--- config.mk ---
export PLATFORM = sky130hd
export DESIGN_NAME = manager_axi
export DESIGN_NICKNAME = d
export VERILOG_FILES = /design/src/rtl/manager_axi.sv
export SDC_FILE = /design/constraint.sdc
export NUM_CORES = 1
export LEC_CHECK = 0
export BUFFER_PORTS_ARGS = -buffer_cell sky130_fd_sc_hd__buf_2
export CAP_MARGIN = 10
export CORE_MARGIN = 2
export CORE_UTILIZATION = 51
export DETAILED_ROUTE_END_ITERATION = 6
export PLACE_DENSITY = 0.86
export SLEW_MARGIN = 30
export SYNTH_ARGS = -nofsm -noshare
export SYNTH_HDL_FRONTEND = slang
export SYNTH_SLANG_ARGS = --single-unit
--- constraint.sdc ---
create_clock -name clk -period 7.3 [get_ports clk]
set_clock_uncertainty 0.2 [all_clocks]
set_input_delay 0.73 -clock clk [delete_from_list [all_inputs] [get_ports clk]]
set_output_delay 0.73 -clock clk [all_outputs]
set_load 0.05 [all_outputs]
--- src/rtl/manager_axi.sv ---
// manager_axi: single-outstanding AXI-style initiator for the example_iface
// channel set (AW/W/B/AR/R, no strobes or response codes).
//
// Ports:
//   clk, rst               clock (rising edge), asynchronous active-high reset
//   cmd_valid/cmd_ready    local command handshake; cmd_ready is high in IDLE
//   cmd_write/addr/wdata   command contents, latched on acceptance
//   rsp_valid              one-cycle completion pulse, no backpressure
//   rsp_write/error/rdata  completion info, held until the next response
//   example_iface*         AW/W/B/AR/R channels toward the subordinate
//
// State table:
//   IDLE         | waiting for a command, cmd_ready high
//   WR_ADDR_DATA | AW and W offered independently until both handshake
//   WR_RESP      | BREADY high, waiting for BVALID
//   RD_ADDR      | ARVALID high, waiting for ARREADY
//   RD_DATA      | RREADY high, waiting for RVALID
module manager_axi #(
  parameter int ADDR_WIDTH     = 32,
  parameter int DATA_WIDTH     = 32,
  parameter int TIMEOUT_CYCLES = 256
) (
  input  logic                  clk,
  input  logic                  rst,
  input  logic                  cmd_valid,
  output logic                  cmd_ready,
  input  logic                  cmd_write,
  input  logic [ADDR_WIDTH-1:0] cmd_addr,
  input  logic [DATA_WIDTH-1:0] cmd_wdata,
  output logic                  rsp_valid,
  output logic                  rsp_write,
  output logic                  rsp_error,
  output logic [DATA_WIDTH-1:0] rsp_rdata,
  output logic [ADDR_WIDTH-1:0] example_ifaceAWADDR,
  output logic                  example_ifaceAWVALID,
  input  logic                  example_ifaceAWREADY,
  output logic [DATA_WIDTH-1:0] example_ifaceWDATA,
  output logic                  example_ifaceWVALID,
  input  logic                  example_ifaceWREADY,
  input  logic                  example_ifaceBVALID,
  output logic                  example_ifaceBREADY,
  output logic [ADDR_WIDTH-1:0] example_ifaceARADDR,
  output logic                  example_ifaceARVALID,
  input  logic                  example_ifaceARREADY,
  input  logic [DATA_WIDTH-1:0] example_ifaceRDATA,
  input  logic                  example_ifaceRVALID,
  output logic                  example_ifaceRREADY
);

  localparam int CNT_W = (TIMEOUT_CYCLES > 0) ? $clog2(TIMEOUT_CYCLES + 1) : 1;
  localparam logic [CNT_W-1:0] CNT_MAX  = CNT_W'(TIMEOUT_CYCLES);
  // Counter reads k-1 in the k-th busy cycle, so this value marks the last one.
  localparam logic [CNT_W-1:0] CNT_LAST = CNT_W'(TIMEOUT_CYCLES - 1);

  typedef enum logic [2:0] {IDLE, WR_ADDR_DATA, WR_RESP, RD_ADDR, RD_DATA} state_t;

  state_t                state, state_nxt;
  logic [CNT_W-1:0]      cnt, cnt_nxt;
  logic                  aw_done, aw_done_nxt, w_done, w_done_nxt;
  logic                  wr_flag, wr_flag_nxt;
  logic [ADDR_WIDTH-1:0] aw_addr, aw_addr_nxt, ar_addr, ar_addr_nxt;
  logic [DATA_WIDTH-1:0] w_data, w_data_nxt;
  logic                  aw_valid, aw_valid_nxt, w_valid, w_valid_nxt;
  logic                  ar_valid, ar_valid_nxt, b_ready, b_ready_nxt, r_ready, r_ready_nxt;
  logic                  rsp_valid_nxt, rsp_write_nxt, rsp_error_nxt;
  logic [DATA_WIDTH-1:0] rsp_rdata_nxt;
  logic                  aw_hs, w_hs, expire, abort;

  assign aw_hs  = aw_valid && example_ifaceAWREADY;
  assign w_hs   = w_valid && example_ifaceWREADY;
  assign expire = (TIMEOUT_CYCLES > 0) && (state != IDLE) && (cnt == CNT_LAST);

  assign cmd_ready            = (state == IDLE);
  assign example_ifaceAWADDR  = aw_addr;
  assign example_ifaceAWVALID = aw_valid;
  assign example_ifaceWDATA   = w_data;
  assign example_ifaceWVALID  = w_valid;
  assign example_ifaceBREADY  = b_ready;
  assign example_ifaceARADDR  = ar_addr;
  assign example_ifaceARVALID = ar_valid;
  assign example_ifaceRREADY  = r_ready;

  always_ff @(posedge clk or posedge rst) begin
    if (rst) begin
      state     <= IDLE;
      cnt       <= '0;
      aw_done   <= 1'b0;
      w_done    <= 1'b0;
      wr_flag   <= 1'b0;
      aw_addr   <= '0;
      ar_addr   <= '0;
      w_data    <= '0;
      aw_valid  <= 1'b0;
      w_valid   <= 1'b0;
      ar_valid  <= 1'b0;
      b_ready   <= 1'b0;
      r_ready   <= 1'b0;
      rsp_valid <= 1'b0;
      rsp_write <= 1'b0;
      rsp_error <= 1'b0;
      rsp_rdata <= '0;
    end else begin
      state     <= state_nxt;
      cnt       <= cnt_nxt;
      aw_done   <= aw_done_nxt;
      w_done    <= w_done_nxt;
      wr_flag   <= wr_flag_nxt;
      aw_addr   <= aw_addr_nxt;
      ar_addr   <= ar_addr_nxt;
      w_data    <= w_data_nxt;
      aw_valid  <= aw_valid_nxt;
      w_valid   <= w_valid_nxt;
      ar_valid  <= ar_valid_nxt;
      b_ready   <= b_ready_nxt;
      r_ready   <= r_ready_nxt;
      rsp_valid <= rsp_valid_nxt;
      rsp_write <= rsp_write_nxt;
      rsp_error <= rsp_error_nxt;
      rsp_rdata <= rsp_rdata_nxt;
    end
  end

  always_comb begin
    state_nxt     = state;
    cnt_nxt       = cnt;
    aw_done_nxt   = aw_done;
    w_done_nxt    = w_done;
    wr_flag_nxt   = wr_flag;
    aw_addr_nxt   = aw_addr;
    ar_addr_nxt   = ar_addr;
    w_data_nxt    = w_data;
    aw_valid_nxt  = aw_valid;
    w_valid_nxt   = w_valid;
    ar_valid_nxt  = ar_valid;
    b_ready_nxt   = b_ready;
    r_ready_nxt   = r_ready;
    rsp_valid_nxt = 1'b0;
    rsp_write_nxt = rsp_write;
    rsp_error_nxt = rsp_error;
    rsp_rdata_nxt = rsp_rdata;
    abort         = 1'b0;

    if ((state != IDLE) && (cnt != CNT_MAX)) cnt_nxt = cnt + 1'b1;

    case (state)
      IDLE: begin
        if (cmd_valid) begin
          wr_flag_nxt = cmd_write;
          cnt_nxt     = '0;
          aw_done_nxt = 1'b0;
          w_done_nxt  = 1'b0;
          if (cmd_write) begin
            aw_addr_nxt  = cmd_addr;
            w_data_nxt   = cmd_wdata;
            aw_valid_nxt = 1'b1;
            w_valid_nxt  = 1'b1;
            state_nxt    = WR_ADDR_DATA;
          end else begin
            ar_addr_nxt  = cmd_addr;
            ar_valid_nxt = 1'b1;
            state_nxt    = RD_ADDR;
          end
        end
      end
      WR_ADDR_DATA: begin
        // Address-phase handshakes are not completions, so expiry wins here.
        if (expire) begin
          abort = 1'b1;
        end else begin
          if (aw_hs) begin
            aw_done_nxt  = 1'b1;
            aw_valid_nxt = 1'b0;
          end
          if (w_hs) begin
            w_done_nxt  = 1'b1;
            w_valid_nxt = 1'b0;
          end
          if ((aw_done || aw_hs) && (w_done || w_hs)) begin
            b_ready_nxt = 1'b1;
            state_nxt   = WR_RESP;
          end
        end
      end
      WR_RESP: begin
        if (b_ready && example_ifaceBVALID) begin
          rsp_valid_nxt = 1'b1;
          rsp_write_nxt = 1'b1;
          rsp_error_nxt = 1'b0;
          rsp_rdata_nxt = '0;
          b_ready_nxt   = 1'b0;
          state_nxt     = IDLE;
        end else if (expire) begin
          abort = 1'b1;
        end
      end
      RD_ADDR: begin
        if (expire) begin
          abort = 1'b1;
        end else if (example_ifaceARREADY) begin
          ar_valid_nxt = 1'b0;
          r_ready_nxt  = 1'b1;
          state_nxt    = RD_DATA;
        end
      end
      RD_DATA: begin
        if (r_ready && example_ifaceRVALID) begin
          rsp_valid_nxt = 1'b1;
          rsp_write_nxt = 1'b0;
          rsp_error_nxt = 1'b0;
          rsp_rdata_nxt = example_ifaceRDATA;
          r_ready_nxt   = 1'b0;
          state_nxt     = IDLE;
        end else if (expire) begin
          abort = 1'b1;
        end
      end
      default: state_nxt = IDLE;
    endcase

    if (abort) begin
      aw_valid_nxt  = 1'b0;
      w_valid_nxt   = 1'b0;
      ar_valid_nxt  = 1'b0;
      b_ready_nxt   = 1'b0;
      r_ready_nxt   = 1'b0;
      rsp_valid_nxt = 1'b1;
      rsp_error_nxt = 1'b1;
      rsp_write_nxt = wr_flag;
      rsp_rdata_nxt = '0;
      state_nxt     = IDLE;
    end
  end

endmodule
==> results of run 1 <==
[stage by stage]
stage | hold WS (ns) | instances | setup slack (ns) | utilization [%]
2_1_floorplan | 0.260 | 405 | 2.31 | -
3_3_place_gp | 0.257 | 773 | 4.46 | 62.4
3_5_place_dp | 0.274 | 774 | 4.39 | 62.5
4_1_cts | 0.286 | 804 | 4.39 | 67.6
5_1_grt | 0.308 | 804 | 4.17 | 67.6
6_report | 0.263 | 804 | 4.34 | 67.6
[cell families after synthesis]
family | synth area share, %
mux | 21.1
compound gates | 8.50
xor+xnor | 0.429
buf+inv | 2.82
flops | 61.7
simple gates | 4.82
fa+ha+maj | 0.613
[worst paths after layout]
path                                start                       to  slack [ns]  depth (start not counted)
worst max register to register   state[1]   example_ifaceWDATA[14]        4.34                          5
max in group asynchronous             rst  example_ifaceARADDR[19]        5.34                          3
min in group clk                rsp_error                rsp_error        0.28                          1
worst max-delay path             state[1]   example_ifaceWDATA[14]        4.34                          5
worst min-delay path                  rst   example_ifaceWDATA[15]        0.26                          2
worst min register to register  rsp_error                rsp_error        0.28                          1
[state kept, by name, indices dropped and copies added, names as in the netlist, 3 cells and up]
name and count:
example_ifaceARADDR 32, example_ifaceAWADDR 32, example_ifaceWDATA 32, rsp_rdata 32
cnt 9, state 3
[final cells by class]
class                      instances  area, µm²  share of cell area [%]
clock buffer                      22        484                    6.04
clock inverter                     8        121                    1.51
inverter                           6       27.5                   0.343
multi-input combinational        225       2180                    27.2
sequential                       151       3780                    47.1
tap                              147        184                    2.29
timing repair buffer             245       1240                    15.5
[synthesized netlist by cell type, types with 2 or more instances]
cell type  count
a21oi_1       11
o21ai_0        4
dfrtp_1      151
ha_1           3
buf_2         12
o22ai_1        3
nor3_1         6
o2bb2ai_1      2
mux2_2        47
a32o_1         2
clkbuf_1       4
a211oi_1       2
inv_1          6
nand3_1        3
xnor2_1        3
a22o_1        32
nor2b_1        3
nand2b_1       2
a41oi_1        2
a21o_1         2
o21a_1         2
nor3b_1        2
nand3b_1       2
nand2_1       10
mux2_4        49
nor2_1        11
buf_6          6
a31oi_1        2
nor4_1         3
mux2i_1        3
[power by group]
group          internal, mW  switching [mW]  total (mW)
clock network         0.569           0.321       0.890
logic                 0.684            1.60        2.29
registers              1.19           0.230        1.42
[routing by layer]
| layer | up-vias | wire length (µm) | track usage (%) |
|---|---|---|---|
| met5 | - | 0 | 0 |
| met4 | 0 | 254 | 8.78 |
| met3 | 24 | 1040 | 7.23 |
| met2 | 192 | 6820 | 35.7 |
| met1 | 2143 | 5620 | 26.6 |
| li1 | 1957 | - | - |
[worst register-to-register path: cells and delay by family, from the launching register on]
family	cells	cell delay (ns)
DFF	1	0.52
and+or+nand+nor	3	1.20
muxes	1	0.49
buffers and inverters	1	0.42
[layout by cell type, fill, tap and decap left out, types with 2 or more instances in the layout]
cell,Yosys,final
clkbuf_16,0,17
nand3b_1,2,2
ha_1,3,3
nand2_1,10,9
a21o_1,2,2
o2bb2ai_1,2,2
nor4_1,3,3
o21ai_0,4,4
mux2_4,49,49
nor3b_1,2,2
buf_4,1,3
nand2b_1,2,2
a211oi_1,2,2
nor2b_1,3,3
a21oi_1,11,11
o22ai_1,3,3
inv_1,6,5
nor2_1,11,11
mux2_2,47,47
bufinv_16,0,3
a31oi_1,2,2
buf_2,12,241
a41oi_1,2,2
xnor2_1,3,3
nor3_1,6,6
clkbuf_8,0,4
nand3_1,3,3
o21a_1,2,2
a22o_1,32,32
dfrtp_1,151,151
a32o_1,2,2
mux2i_1,3,3
clkinv_2,0,3
==> results.yml, run 1 <==
global_route:
  grt_max_degree: 90
  grt_usage_pct: 21.7
  grt_pass1_wl_um: 21800
  grt_pass1_vias: 4450
  overflow: 0
  antenna_found_initial: 0
floorplan:
  start_util_pct: 51.6
  core_um2: 11900
  chipWidth_um: 114
  num_io_pins: 242
  die-area_um2: 12900
  die_height_um: 114
  rows: 40
critical_path:
  path_class: "flop to flop"
  crit_buf_inv: 1
  path_cells: "nor3_2, and2_1, nand2_4, buf_4, mux2_4"
  cpMaxStageDelayCell: "nor3_2"
  worstPathRequired_ns: 7.39
  crit_path_start_kind: "flop"
  crit_arrival_ns: 3.06
  path_delay_family: "simple AND/OR/NAND/NOR gates"
  timing.critical_path.to_type: "flop"
  crit_fanout: 54
  slowest_delay_ns: 0.55
detailed_routing:
  totalWireLength_um: 13700
  vias: 4316
  ant_nets: 0
  drcViolationCount: 0
  vias_per_cell: 5.37
  drtIter0Drc: 250
  drt_pass1_iterations: 4
  wire_per_inst_um: 17.1
yosys:
  yosys-top-cells-area: "dfrtp_1 (62%), mux2_4 (12%), mux2_2 (8.6%)"
  syn_inst: 405
  synth_seq_cells: 151
  synth_top_area_share_pct: 61.7
  synth_area_leader_cell: "dfrtp_1"
  syn_nets: 513
  avgSynthCellArea_um2: 15.1
  async_flop_share_pct: 100
  ys.warnings.count: 0
  synth_cell_types: 45
  ys.flop_type: "dfrtp_1"
  synth_edf_count: 0
  syn-cell-area_um2: 6130
  synth.yosys.seq_area_share_pct: 61.7
clocking:
  cts_buffer_depth: 2
  cts.clk_slew.worst_paths_ns: 0.06
  root_buffer: "clkbuf_16"
  clock_latency_ns: 0.41
  cts_tree: "built"
  cts_setup_buffers: 0
  cts_resized: 0
  ctsHoldBuffers: 0
  h-tree-depth: 4
  cts.sinks: 151
  numCtsBuffers: 17
sta:
  hold_viol_final: 0
  tightest_slew_ns: 0.952
  setup_tns_ns: 0
  rsz0062_at_grt: "no"
  final_max_slew_viol_count: 0
  post-route-period-util_pct: 40.6
  layout_min_cycle_time_ns: 2.96
  finalSetupViolations: 0
  slew_headroom_pct: 36.6
  clock.fmax_mhz: 337
power_and_ir_drop:
  peakVddDrop_mv: 0.399
  p_per_area_nw_per_um2: 574
  p_total_mw: 4.60
  p_leak_nw: 4.22
min_path:
  hp-class: "primary input to asynchronous set/reset pin"
placed_design:
  routabilityCongestion: 0.876
  dp_hpwl_um: 9610
  place_area_um2: 7410
  port_buffers: 241
layout:
  fin_nets: 754
  fillers: 846
  diodes: 0
  drive_gt1_share_pct: 57.1
  final_area_um2: 8020
  area_growth_pct: 30.9
flow_run:
  max_cap_violations: 0
outcome:
  outcome: "completed"
Power figures use the tool's default switching activity.
==> run 2: changes to the inputs <==
- CORE_UTILIZATION: 51 -> 49
- PLACE_DENSITY: 0.86 -> 0.83
- clock period: 7.3 -> 3.1 ns (I/O delays scaled with it)
==> results.yml, run 2 (synthesized netlist as in run 1, its figures left out) <==
outcome:
  outcome: "completed"
layout:
  drive_gt1_share_pct: 50.0
  layout.cells.non_filler: 931
  final_area_um2: 9050
  fillers: 738
  final_common_cell: "buf_2"
  fin_nets: 857
  area_growth_pct: 47.7
  final_cell_mix: "buf_2 (241), dfrtp_1 (151), dlygate4sd3_1 (99), mux2_4 (49), mux2_2 (47)"
sta:
  hold_viol_final: 0
  layout_min_cycle_time_ns: 2.67
  rsz0062_at_grt: "no"
  finalSetupViolations: 0
  tightest_slew_ns: 0.679
  setup_tns_ns: 0
  clock.fmax_mhz: 374
  post-route-period-util_pct: 86.3
  finalWorstSetupSlack_ns: 0.426
  slew_headroom_pct: 54.7
  final_max_slew_viol_count: 0
placed_design:
  dp_hpwl_um: 10000
  dp.cells: 799
  place_area_um2: 7480
  port_buffers: 241
  post-place-ws_ns: 0.491
  routabilityCongestion: 0.853
critical_path:
  r2r_slack_ns: 0.43
  crit_arrival_ns: 2.77
  path_class: "flop to flop"
  reg2reg_from: "state[0]"
  worstPathRequired_ns: 3.19
  crit_fanout: 39
  timing.critical_path.to_type: "flop"
  worstReg2RegEnd: "example_ifaceWDATA[0]"
  crit_path_start_kind: "flop"
  reg2reg_depth: 5
detailed_routing:
  drcViolationCount: 0
  vias: 4724
  drtIter0Drc: 294
  totalWireLength_um: 16900
  wire_per_inst_um: 18.1
  ant_nets: 0
  drt_pass1_iterations: 4
  vias_per_cell: 5.07
global_route:
  grt_max_degree: 77
  overflow: 0
  grt_pass1_vias: 4987
  grt_pass1_wl_um: 25500
  antenna_found_initial: 1
  grt_usage_pct: 25.1
power_and_ir_drop:
  peakVddDrop_mv: 0.817
  p_total_mw: 10.9
  p_leak_nw: 4.63
  p_per_area_nw_per_um2: 1210
clocking:
  cts_tree: "built"
  cts.sinks: 151
  h-tree-depth: 4
  cts_buffer_depth: 2
  root_buffer: "clkbuf_16"
  numCtsBuffers: 17
  cts_setup_buffers: 0
  clock_latency_ns: 0.41
  cts.clk_slew.worst_paths_ns: 0.06
floorplan:
  rows: 40
  die-area_um2: 13400
  chipWidth_um: 116
  die_height_um: 116
  start_util_pct: 50.6
  num_io_pins: 242
  core_um2: 12100
min_path:
  hp-class: "primary input to flop"
  hold_depth: 3
  min_to: "cnt[8]"
  hold_start: "cmd_valid"
flow_run:
  max_cap_violations: 0
[run 2: per-layer routing]
metal / global-route usage, % / up-vias / wire length [µm]
met4: 11.7 / 0 / 422
met2: 43.5 / 201 / 8780
li1: - / 2166 / -
met3: 6.12 / 33 / 1130
met1: 29.4 / 2324 / 6540
met5: 0 / - / 0
[run 2: metrics by stage]
step / hold slack, ns / util, %
global route: 0.0734 / 74.7
finish: 0.0545 / 74.7
CTS: 0.0320 / 74.6
floorplan: 0.200 / -
global placement: 0.255 / 61.7
detailed placement: 0.261 / 61.7
[run 2: power by group]
group          internal, mW  switching, mW
Clock                  1.20          0.784
Sequential             2.81          0.575
Combinational          1.70           3.85
[run 2: critical path, stage by stage (launching register included)]
cell and delay [ns]:
dfrtp_1 0.50, nor3_2 0.56, and2_1 0.46, nand2_4 0.08
buf_4 0.31, mux2_4 0.39
[run 2: worst max path at each step]
stage,from,to,slack (ns),cells after the start
floorplan,rst,aw_done,0.69,1
global placement,state[0],example_ifaceAWADDR[17],0.57,5
detailed placement,state[0],example_ifaceWDATA[5],0.49,5
CTS,state[0],example_ifaceWDATA[0],0.48,5
global route,state[1],example_ifaceWDATA[6],0.26,5
finish,state[0],example_ifaceWDATA[0],0.43,5
[run 2: cell type report]
type | count | area, µm² | share of cell area, %
timing repair buffer | 348 | 2270 | 25.1
inverter | 6 | 26.3 | 0.290
antenna | 1 | 2.50 | 0.0277
multi-input combinational | 225 | 2180 | 24.1
clock buffer | 19 | 443 | 4.90
clock inverter | 13 | 130 | 1.44
tap | 168 | 210 | 2.32
sequential | 151 | 3780 | 41.8
[run 2: repair_timing]
item / CTS / global route
endpoints found under the hold margin: 208 / 0
gates resized for setup: 0 / 0
hold buffers: 99 / 0
endpoints found under the setup margin: 0 / 0
